`src/rtl/light_driver_if.sv`:
```
// Signal bundle between the upstream light controller and the lamp driver.
// The controller side drives the state code and button; the driver side drives the lamps.
interface light_driver_if;
  logic       Qa;
  logic       Qb;
  logic       PED_REQ;
  logic       lamp_red;
  logic       lamp_yellow;
  logic       lamp_green;
  logic       walk;
  logic       dont_walk;
  logic       fault;
  logic [3:0] walk_cnt;
  logic [7:0] dwell;

  modport master (
    output Qa, Qb, PED_REQ,
    input  lamp_red, lamp_yellow, lamp_green, walk, dont_walk, fault, walk_cnt, dwell
  );

  modport slave (
    input  Qa, Qb, PED_REQ,
    output lamp_red, lamp_yellow, lamp_green, walk, dont_walk, fault, walk_cnt, dwell
  );
endinterface

```
`src/rtl/light_driver.sv`:
```
// Registered lamp driver: decodes the upstream state code, runs pedestrian WALK phases
// and latches a flashing-red FAULT after repeated illegal codes.
module light_driver #(
  parameter int unsigned WALK_TIME   = 8,
  parameter int unsigned FLASH_DIV   = 4,
  parameter int unsigned FAULT_LIMIT = 2
) (
  input  logic           CLK,
  input  logic           RES,
  light_driver_if.slave  bus
);

  localparam logic [1:0] ST_NORMAL = 2'd0;
  localparam logic [1:0] ST_WALK   = 2'd1;
  localparam logic [1:0] ST_FAULT  = 2'd2;

  localparam logic [1:0] CODE_RED    = 2'b00;
  localparam logic [1:0] CODE_GREEN  = 2'b01;
  localparam logic [1:0] CODE_YELLOW = 2'b10;
  localparam logic [1:0] CODE_ILL    = 2'b11;

  localparam logic [3:0] WALK_INIT  = 4'(WALK_TIME);
  localparam logic [7:0] FLASH_LAST = 8'(FLASH_DIV - 1);
  localparam logic [3:0] ILL_LIMIT  = 4'(FAULT_LIMIT);

  logic [1:0] state_q,       state_d;
  logic [1:0] prev_code_q,   prev_code_d;
  logic [3:0] ill_cnt_q,     ill_cnt_d;
  logic [7:0] flash_cnt_q,   flash_cnt_d;
  logic       ped_pending_q, ped_pending_d;
  logic       lamp_red_q,    lamp_red_d;
  logic       lamp_yellow_q, lamp_yellow_d;
  logic       lamp_green_q,  lamp_green_d;
  logic       walk_q,        walk_d;
  logic       fault_q,       fault_d;
  logic [3:0] walk_cnt_q,    walk_cnt_d;
  logic [7:0] dwell_q,       dwell_d;

  logic [1:0] code;
  logic       illegal;
  logic       red_entry;
  logic       fault_hit;
  logic [3:0] ill_cnt_inc;

  // NOTE: every _d gets a default before any branch so no path leaves it unassigned (no latches).
  always_comb begin
    code        = {bus.Qa, bus.Qb};
    illegal     = (code == CODE_ILL);
    red_entry   = (code == CODE_RED) &&
                  ((prev_code_q == CODE_GREEN) || (prev_code_q == CODE_YELLOW));
    ill_cnt_inc = (ill_cnt_q == 4'hf) ? ill_cnt_q : ill_cnt_q + 4'd1;
    fault_hit   = illegal && (ill_cnt_inc >= ILL_LIMIT);

    state_d       = state_q;
    prev_code_d   = code;
    ill_cnt_d     = illegal ? ill_cnt_inc : 4'd0;
    flash_cnt_d   = flash_cnt_q;
    ped_pending_d = ped_pending_q | bus.PED_REQ;
    lamp_red_d    = lamp_red_q;
    lamp_yellow_d = lamp_yellow_q;
    lamp_green_d  = lamp_green_q;
    walk_d        = walk_q;
    fault_d       = fault_q;
    walk_cnt_d    = walk_cnt_q;
    dwell_d       = (code != prev_code_q) ? 8'd0 :
                    (dwell_q == 8'hff)    ? dwell_q : dwell_q + 8'd1;

    // An illegal code leaves the lamps showing whatever they showed last.
    if (!illegal) begin
      lamp_red_d    = (code == CODE_RED);
      lamp_yellow_d = (code == CODE_YELLOW);
      lamp_green_d  = (code == CODE_GREEN);
    end

    if (state_q == ST_FAULT) begin
      ill_cnt_d     = ill_cnt_q;
      lamp_yellow_d = 1'b0;
      lamp_green_d  = 1'b0;
      lamp_red_d    = lamp_red_q;
      walk_d        = 1'b0;
      walk_cnt_d    = 4'd0;
      fault_d       = 1'b1;
      if (flash_cnt_q >= FLASH_LAST) begin
        flash_cnt_d = 8'd0;
        lamp_red_d  = ~lamp_red_q;
      end else begin
        flash_cnt_d = flash_cnt_q + 8'd1;
      end
    end else if (fault_hit) begin
      state_d       = ST_FAULT;
      lamp_red_d    = 1'b1;
      lamp_yellow_d = 1'b0;
      lamp_green_d  = 1'b0;
      walk_d        = 1'b0;
      walk_cnt_d    = 4'd0;
      fault_d       = 1'b1;
      flash_cnt_d   = 8'd0;
    end else if (state_q == ST_WALK) begin
      // Leaving red mid-phase aborts the walk just like the normal count-out does.
      if ((code != CODE_RED) || (walk_cnt_q <= 4'd1)) begin
        state_d    = ST_NORMAL;
        walk_d     = 1'b0;
        walk_cnt_d = 4'd0;
      end else begin
        walk_cnt_d = walk_cnt_q - 4'd1;
      end
    end else begin
      state_d = ST_NORMAL;
      if (red_entry && (ped_pending_q || bus.PED_REQ)) begin
        state_d       = ST_WALK;
        walk_d        = 1'b1;
        walk_cnt_d    = WALK_INIT;
        ped_pending_d = 1'b0;
      end
    end
  end

  // NOTE: sequential state uses non-blocking assignments so all flops update from pre-edge values.
  always_ff @(posedge CLK or negedge RES) begin
    if (!RES) begin
      state_q       <= ST_NORMAL;
      prev_code_q   <= CODE_RED;
      ill_cnt_q     <= 4'd0;
      flash_cnt_q   <= 8'd0;
      ped_pending_q <= 1'b0;
      lamp_red_q    <= 1'b1;
      lamp_yellow_q <= 1'b0;
      lamp_green_q  <= 1'b0;
      walk_q        <= 1'b0;
      fault_q       <= 1'b0;
      walk_cnt_q    <= 4'd0;
      dwell_q       <= 8'd0;
    end else begin
      state_q       <= state_d;
      prev_code_q   <= prev_code_d;
      ill_cnt_q     <= ill_cnt_d;
      flash_cnt_q   <= flash_cnt_d;
      ped_pending_q <= ped_pending_d;
      lamp_red_q    <= lamp_red_d;
      lamp_yellow_q <= lamp_yellow_d;
      lamp_green_q  <= lamp_green_d;
      walk_q        <= walk_d;
      fault_q       <= fault_d;
      walk_cnt_q    <= walk_cnt_d;
      dwell_q       <= dwell_d;
    end
  end

  assign bus.lamp_red    = lamp_red_q;
  assign bus.lamp_yellow = lamp_yellow_q;
  assign bus.lamp_green  = lamp_green_q;
  assign bus.walk        = walk_q;
  assign bus.dont_walk   = ~walk_q;
  assign bus.fault       = fault_q;
  assign bus.walk_cnt    = walk_cnt_q;
  assign bus.dwell       = dwell_q;

endmodule
```
`src/flat_wrapper.sv`:
```
// flat-port wrapper written by rule: the top's interface ports become plain ports
module light_driver_flat 
#(
  parameter int unsigned WALK_TIME   = 8,
  parameter int unsigned FLASH_DIV   = 4,
  parameter int unsigned FAULT_LIMIT = 2
)
  (CLK, RES, bus_Qa, bus_Qb, bus_PED_REQ, bus_lamp_red, bus_lamp_yellow, bus_lamp_green, bus_walk, bus_dont_walk, bus_fault, bus_walk_cnt, bus_dwell);
  light_driver_if bus_i ();
  input  logic CLK;
  input  logic RES;
  input wire logic [$bits(bus_i.Qa)-1:0] bus_Qa;
  input wire logic [$bits(bus_i.Qb)-1:0] bus_Qb;
  input wire logic [$bits(bus_i.PED_REQ)-1:0] bus_PED_REQ;
  output wire logic [$bits(bus_i.lamp_red)-1:0] bus_lamp_red;
  output wire logic [$bits(bus_i.lamp_yellow)-1:0] bus_lamp_yellow;
  output wire logic [$bits(bus_i.lamp_green)-1:0] bus_lamp_green;
  output wire logic [$bits(bus_i.walk)-1:0] bus_walk;
  output wire logic [$bits(bus_i.dont_walk)-1:0] bus_dont_walk;
  output wire logic [$bits(bus_i.fault)-1:0] bus_fault;
  output wire logic [$bits(bus_i.walk_cnt)-1:0] bus_walk_cnt;
  output wire logic [$bits(bus_i.dwell)-1:0] bus_dwell;
  assign bus_i.Qa = bus_Qa;
  assign bus_i.Qb = bus_Qb;
  assign bus_i.PED_REQ = bus_PED_REQ;
  assign bus_lamp_red = bus_i.lamp_red;
  assign bus_lamp_yellow = bus_i.lamp_yellow;
  assign bus_lamp_green = bus_i.lamp_green;
  assign bus_walk = bus_i.walk;
  assign bus_dont_walk = bus_i.dont_walk;
  assign bus_fault = bus_i.fault;
  assign bus_walk_cnt = bus_i.walk_cnt;
  assign bus_dwell = bus_i.dwell;
  light_driver #(.WALK_TIME(WALK_TIME), .FLASH_DIV(FLASH_DIV), .FAULT_LIMIT(FAULT_LIMIT)) u_core (.CLK(CLK), .RES(RES), .bus(bus_i));
endmodule
```
`config.mk`:
```
export PLATFORM = sky130hd
export DESIGN_NAME = light_driver_flat
export DESIGN_NICKNAME = d
export VERILOG_FILES = /design/src/rtl/light_driver_if.sv /design/src/rtl/light_driver.sv /design/src/flat_wrapper.sv
export SDC_FILE = /design/constraint.sdc
export NUM_CORES = 1
export LEC_CHECK = 0
export CAP_MARGIN = 10
export CORE_MARGIN = 3
export CORE_UTILIZATION = 54
export DETAILED_ROUTE_END_ITERATION = 7
export MAX_ROUTING_LAYER = met4
export PLACE_DENSITY = 0.88
export SLEW_MARGIN = 40
export SYNTH_ARGS = -nofsm -noshare
export SYNTH_HDL_FRONTEND = slang
export SYNTH_SLANG_ARGS = --single-unit
```
`constraint.sdc`:
```
create_clock -name CLK -period 2.6 [get_ports CLK]
set_clock_uncertainty 0.2 [all_clocks]
set_input_delay 0.52 -clock CLK [delete_from_list [all_inputs] [get_ports CLK]]
set_output_delay 0.52 -clock CLK [all_outputs]
set_load 0.05 [all_outputs]
```
# ---- After elaboration in Yosys (flattened, before gate mapping)
# Index checks and enable logic that the tools add are counted.
dict set report totals {
  out_inout_bits 18
  romBits 0
  latch_bits 0
  memories 0
  register_bits 34
  ramBits 0
  inputBits 5
  elab_cells 88
}
dict set report op_classes {
  multipliers 0
  muxes 37
  add_sub_neg 4
  bitwise 4
  n_eq_ne 15
  div 0
  magnitude_cmp 3
  reduce_logical 13
  shift 0
}
# op n
set op_table {}
lappend op_table {{$mux W8} 5}
lappend op_table {{$mux W4} 7}
lappend op_table {{$mux W1} 22}
lappend op_table {{$add A8 B1 Y8 const B} 2}
lappend op_table {{$eq A2 B2 Y1 const B} 4}
lappend op_table {{$eq A8 B8 Y1 const B} 1}
lappend op_table {{$ge A8 B2 Y1 const B} 1}
lappend op_table {{$eq A2 B1 Y1 const B} 3}
lappend op_table {{$mux W2} 3}
lappend op_table {{$reduce_and A2 Y1} 3}
lappend op_table {{$add A4 B1 Y4 const B} 1}
lappend op_table {{$eq A4 B4 Y1 const B} 1}
lappend op_table {{$ge A4 B2 Y1 const B} 1}
lappend op_table {{$le A4 B1 Y1 const B} 1}
lappend op_table {{$ne A4 B2 Y1 const B} 1}
lappend op_table {{$reduce_bool A2 Y1} 2}
lappend op_table {{$reduce_bool A4 Y1} 1}
lappend op_table {{$sub A4 B1 Y4 const B} 1}
lappend op_table {{$logic_and A1 B1 Y1} 3}
lappend op_table {{$logic_or A1 B1 Y1} 3}
lappend op_table {{$ne A3 B2 Y1 const B} 1}
lappend op_table {{$ne A3 B3 Y1 const B} 1}
lappend op_table {{$not A1 Y1} 3}
lappend op_table {{$logic_not A2 Y1} 1}
lappend op_table {{other kinds (4)} 4}

# ---- Logic depth before layout (Yosys ltp)
dict set report logic_depth {
  depth_word 8
  ltp_mapped 6
  mapped_depth_nobuf 6
}

# ---- Worst setup path before layout
# Ideal clock, no wire load.
dict set report synth_path {
  kind {flip-flop to flip-flop}
  startpoint {register u_core.walk_cnt_q[0], in the netlist u_core.bus.walk_cnt[0]}
  endpoint {register u_core.walk_cnt_q[3], in the netlist u_core.bus.walk_cnt[3]}
  setup_ps 80
  period_less_slack_ps 2012
  t_arrival_ps 1732
  n_path_buf 0
  required_time_ps 2320
  slack_ps 588
  stages_incl_launch_ff 7
  cell_sequence {dfrtp_1 > inv_1 > ha_1 > nor2_1 > o311ai_4 > o31a_1 > o22ai_2}
}
dict set report synth_via {
  elab_chain_len 6
  elab_cells_between_ends 7
  classes_between {1 x add/sub; 1 x order compare; 4 x mux; 1 x reduce/logical}
}
# item line
set synth_rtl {}
lappend synth_rtl {{start: declaration} light_driver.sv:36} ;# logic [3:0] walk_cnt_q, walk_cnt_d;
lappend synth_rtl {{start signal: assignment} light_driver.sv:144} ;# walk_cnt_q <= walk_cnt_d;
lappend synth_rtl {{$le A4 B1 Y1} light_driver.sv:100} ;# if ((code != CODE_RED) || (walk_cnt_q <= 4'd1)) begin
lappend synth_rtl {{$logic_or A1 B1 Y1} light_driver.sv:100}
lappend synth_rtl {{$mux W4 (*)} light_driver.sv:100}
lappend synth_rtl {{$mux W4 (*)} light_driver.sv:98} ;# end else if (state_q == ST_WALK) begin
lappend synth_rtl {{$mux W4 (*)} light_driver.sv:89} ;# end else if (fault_hit) begin
lappend synth_rtl {{$mux W4 (*)} light_driver.sv:75} ;# if (state_q == ST_FAULT) begin
# Mark *: on every way between the ends. The rest lies on a longest branch, timed or not.
# A chain may end at the register's enable or synchronous reset.

# ---- Worst setup path after layout
dict set report layout_path {
  startpoint {register u_core.lamp_red_q, in the netlist u_core.bus.lamp_red}
  endpoint {output port bus_lamp_red}
}
# item line
set layout_rtl {}
lappend layout_rtl {{start: declaration} light_driver.sv:31} ;# logic lamp_red_q, lamp_red_d;
lappend layout_rtl {{start signal: assignment} light_driver.sv:139} ;# lamp_red_q <= lamp_red_d;
lappend layout_rtl {{end: declaration} flat_wrapper.sv:15} ;# output wire logic [$bits(bus_i.lamp_red)-1:0] bus_lamp_red;
# No word-level cell between the ends.

==> impl_metrics.env <==
export IMPL_yosysMostFrequentCell="dfrtp_1"
export IMPL_num_vias=1284
export IMPL_insertion_delay_ps=330
export IMPL_cp_endpoint="bus_lamp_red"
export IMPL_status="finished, final reports clean"
export IMPL_synthCells=160
export IMPL_ys_ff_latch=34
export IMPL_synth_sequential_area_ratio_pct=49.4
export IMPL_hold_buffers=0
export IMPL_yosys_area_share_adder_pct=3.63
export IMPL_drv_cap=0
export IMPL_rr_worst_depth=6
export IMPL_place_congestion=0.826
export IMPL_die_w_microns=62.5
export IMPL_cp_top_family="buffers and inverters"
export IMPL_cts_sinks=34
export IMPL_worst_pin_slew_ps=518
export IMPL_die_h_microns=62.5
export IMPL_synth_edff_count=0
export IMPL_firstDrtPassIters=4
export IMPL_synth_top_area_share_pct=47.9
export IMPL_cts_resized=0
export IMPL_synth_top_family_by_area="simple AND/OR/NAND/NOR gates"
export IMPL_multiInputGateArea_sq_um=810
export IMPL_synthFlopType="dfrtp_1"
export IMPL_rows=19
export IMPL_setup_viol=0
export IMPL_fin_setup_tns_ps=0
export IMPL_combPwrFrac_pct=35.7
export IMPL_drt_wl_total_mm=3.41
export IMPL_slew_headroom_pct=65.4
export IMPL_synth_xor_area_share_pct=2.54
export IMPL_ios=23
export IMPL_diodes=0
export IMPL_cp_required_ps=1880
export IMPL_p_int_uw=900
export IMPL_synth_avg_cell_area_sq_um=10.8
export IMPL_fill_cells=241
export IMPL_layout_drive_gt1_share_pct=15.3
export IMPL_clk_pin_slew_ps=100
export IMPL_ys_top_cells_by_area="dfrtp_1 48%, ha_1 3.6%, nor2_1 3.5%, nand3_1 2.6%, a21oi_1 2.3%"
export IMPL_grt_pass1_vias=1373
export IMPL_synthSimpleGateAreaFrac_pct=23.6
export IMPL_power_clock_fraction_pct=19.2
export IMPL_critPathSlowestCell="clkdlybuf4s50_1"
export IMPL_switching_power_uw=562
export IMPL_antenna_left=0
export IMPL_dp_hpwl_mm=2.54
export IMPL_switching_share_pct=38.4
export IMPL_seq_power_share_pct=45.1
export IMPL_start_util_pct=59.5
export IMPL_crit_path_start_kind="flip-flop"
export IMPL_globalRoute_totalOverflow=0
export IMPL_worstPathCellList="clkdlybuf4s50_1"
export IMPL_rsz0062_at_grt="no"
export IMPL_endpoint_kind="primary output"
export IMPL_antenna_found_initial=0
export IMPL_powerDensity_nw_per_um2=716
export IMPL_regArea_sq_um=852
export IMPL_grt_first_pass_wirelength_mm=6.22
export IMPL_synth_compound_area_share_pct=16.0
export IMPL_yosysUniqueCellTypes=53
export IMPL_reg2reg_setup_slack_ps=550
export IMPL_path_class="flip-flop to primary output"
export IMPL_wl_per_cell_microns=14.7
export IMPL_dieArea_sq_um=3910
export IMPL_finalHoldViolCount=0
export IMPL_worst_path_stages=1
export IMPL_root_buffer="clkbuf_4"
export IMPL_crit_start="u_core.bus.lamp_red"
export IMPL_core_area_sq_um=2900
export IMPL_cpPeakStageDelay_ps=800
export IMPL_worst_hold_path_type="flip-flop to flip-flop"
export IMPL_power_leakage_nw=0.873
export IMPL_drc_errors=0
export IMPL_post_drt_via_cell_ratio=5.53
export IMPL_critPathMaxFanout=3
export IMPL_slew_viol_final=0
export IMPL_design_area_sq_um=2040
export IMPL_timing_rr_end="u_core.flash_cnt_q[0]"
export IMPL_track_usage_pct=20.7
export IMPL_htree_levels=2
export IMPL_async_reset_ff_share_pct=100
export IMPL_port_buffers=22
export IMPL_placed_area_sq_um=1990
export IMPL_grt_max_degree=35
export IMPL_cp_arrival_ps=1700
export IMPL_synth_mux_area_share_pct=1.16
export IMPL_fmax_mhz=413
export IMPL_fin_nets=199
export IMPL_synth_cell_area_sq_um=1730
export IMPL_r2r_start="u_core.ill_cnt_q[0]"
export IMPL_finalCritPeriodShare_pct=93.1
export IMPL_synth_largest_area_cell="dfrtp_1"
export IMPL_critPathBufInv=1
export IMPL_cts_made_buffers=5
export IMPL_yosys_warnings=0
export IMPL_syn2layout_area_growth_pct=18.4
export IMPL_synth_common_cells="33 x dfrtp_1, 16 x nor2_1, 9 x inv_1, 9 x nand3_1"
export IMPL_clockBufferDepth=2
export IMPL_cts_tree="yes"
export IMPL_synth_fp_nets=170
export IMPL_period_minus_slack_ps=2420
export IMPL_ir_drop_mv=0.365
export IMPL_drt_iter0_markers=57
export IMPL_cts_setup_buffers=0
## power groups by stage
stage	sequential (mW)	combinational, mW	clock [mW]
5_1_grt	0.673	0.580	0.318
4_1_cts	0.661	0.528	0.289
3_5_place_dp	0.669	0.527	0
2_1_floorplan	0.729	0.332	0
6_report	0.659	0.522	0.281
3_3_place_gp	0.665	0.502	0
## how the worst min path moves through the flow
stage	slack, ps	from	depth (start not counted)	end
floorplan	20	RES	0	u_core.bus.dwell[0]
global placement	270	u_core.flash_cnt_q[3]	1	u_core.flash_cnt_q[3]
detailed placement	260	u_core.bus.fault	1	u_core.bus.fault
CTS	290	u_core.bus.fault	1	u_core.bus.fault
global route	310	u_core.bus.fault	1	u_core.bus.fault
finish	290	u_core.bus.fault	1	u_core.bus.fault
## metrics by stage
step	setup WS (ps)	hold slack, ps	power, mW	utilization [%]	std cells
3_5_place_dp	188	264	1.20	68.8	224
2_1_floorplan	588	24.4	1.06	-	160
3_3_place_gp	240	269	1.17	68.8	224
5_1_grt	122	309	1.57	70.4	232
6_report	178	289	1.46	70.4	232
4_1_cts	165	290	1.48	70.4	232
## per-layer routing
metal	GRT usage, %	routed length, microns
met5	-	0
met3	5.94	203
met2	35.4	1740
met4	5.79	31
met1	23.7	1430
## placed cells by master, fill, tap and decap left out, types with 2 or more instances in the layout
master,count
and3_1,2
xor2_1,2
xnor2_1,3
nor2_2,2
inv_1,9
nand2_1,8
nor4_2,2
a21oi_1,8
and2_1,6
nand4_1,2
clkdlybuf4s50_1,22
nor3_1,2
dfrtp_1,33
a21o_1,3
clkbuf_1,3
mux2i_1,2
clkbuf_4,5
ha_1,5
nand2b_1,4
nand3_1,9
o21ai_0,5
nor4_1,3
nor2_1,16
buf_4,3
## kinds of logic (layout without fill, tap and decap cells)
group | Yosys count | in the layout
AND/OR/NAND/NOR | 67 | 67
AO/OA/AOI/OAI | 34 | 34
flip-flops | 34 | 34
buffers and inverters | 13 | 43
adder cells (fa/ha/maj) | 5 | 5
XOR/XNOR | 5 | 5
multiplexers | 2 | 2
## layout make-up
class	instances	area share (%)
clock buffer	8	2.39
inverter	10	1.84
multi-input combinational	113	39.6
sequential	34	41.7
tap	42	2.57
timing repair buffer	25	11.9
## flip-flops by register name, indices dropped and copies added, names as in the netlist
signal                  cells
u_core.ill_cnt_q            4
u_core.bus.lamp_green       1
u_core.state_q              2
u_core.ped_pending_q        1
u_core.bus.walk_cnt         4
u_core.bus.lamp_red         1
u_core.prev_code_q          2
u_core.bus.lamp_yellow      1
u_core.flash_cnt_q          8
u_core.bus.dwell            8
u_core.bus.fault            1
u_core.bus.walk             1
(Power assumes the default switching activity.)
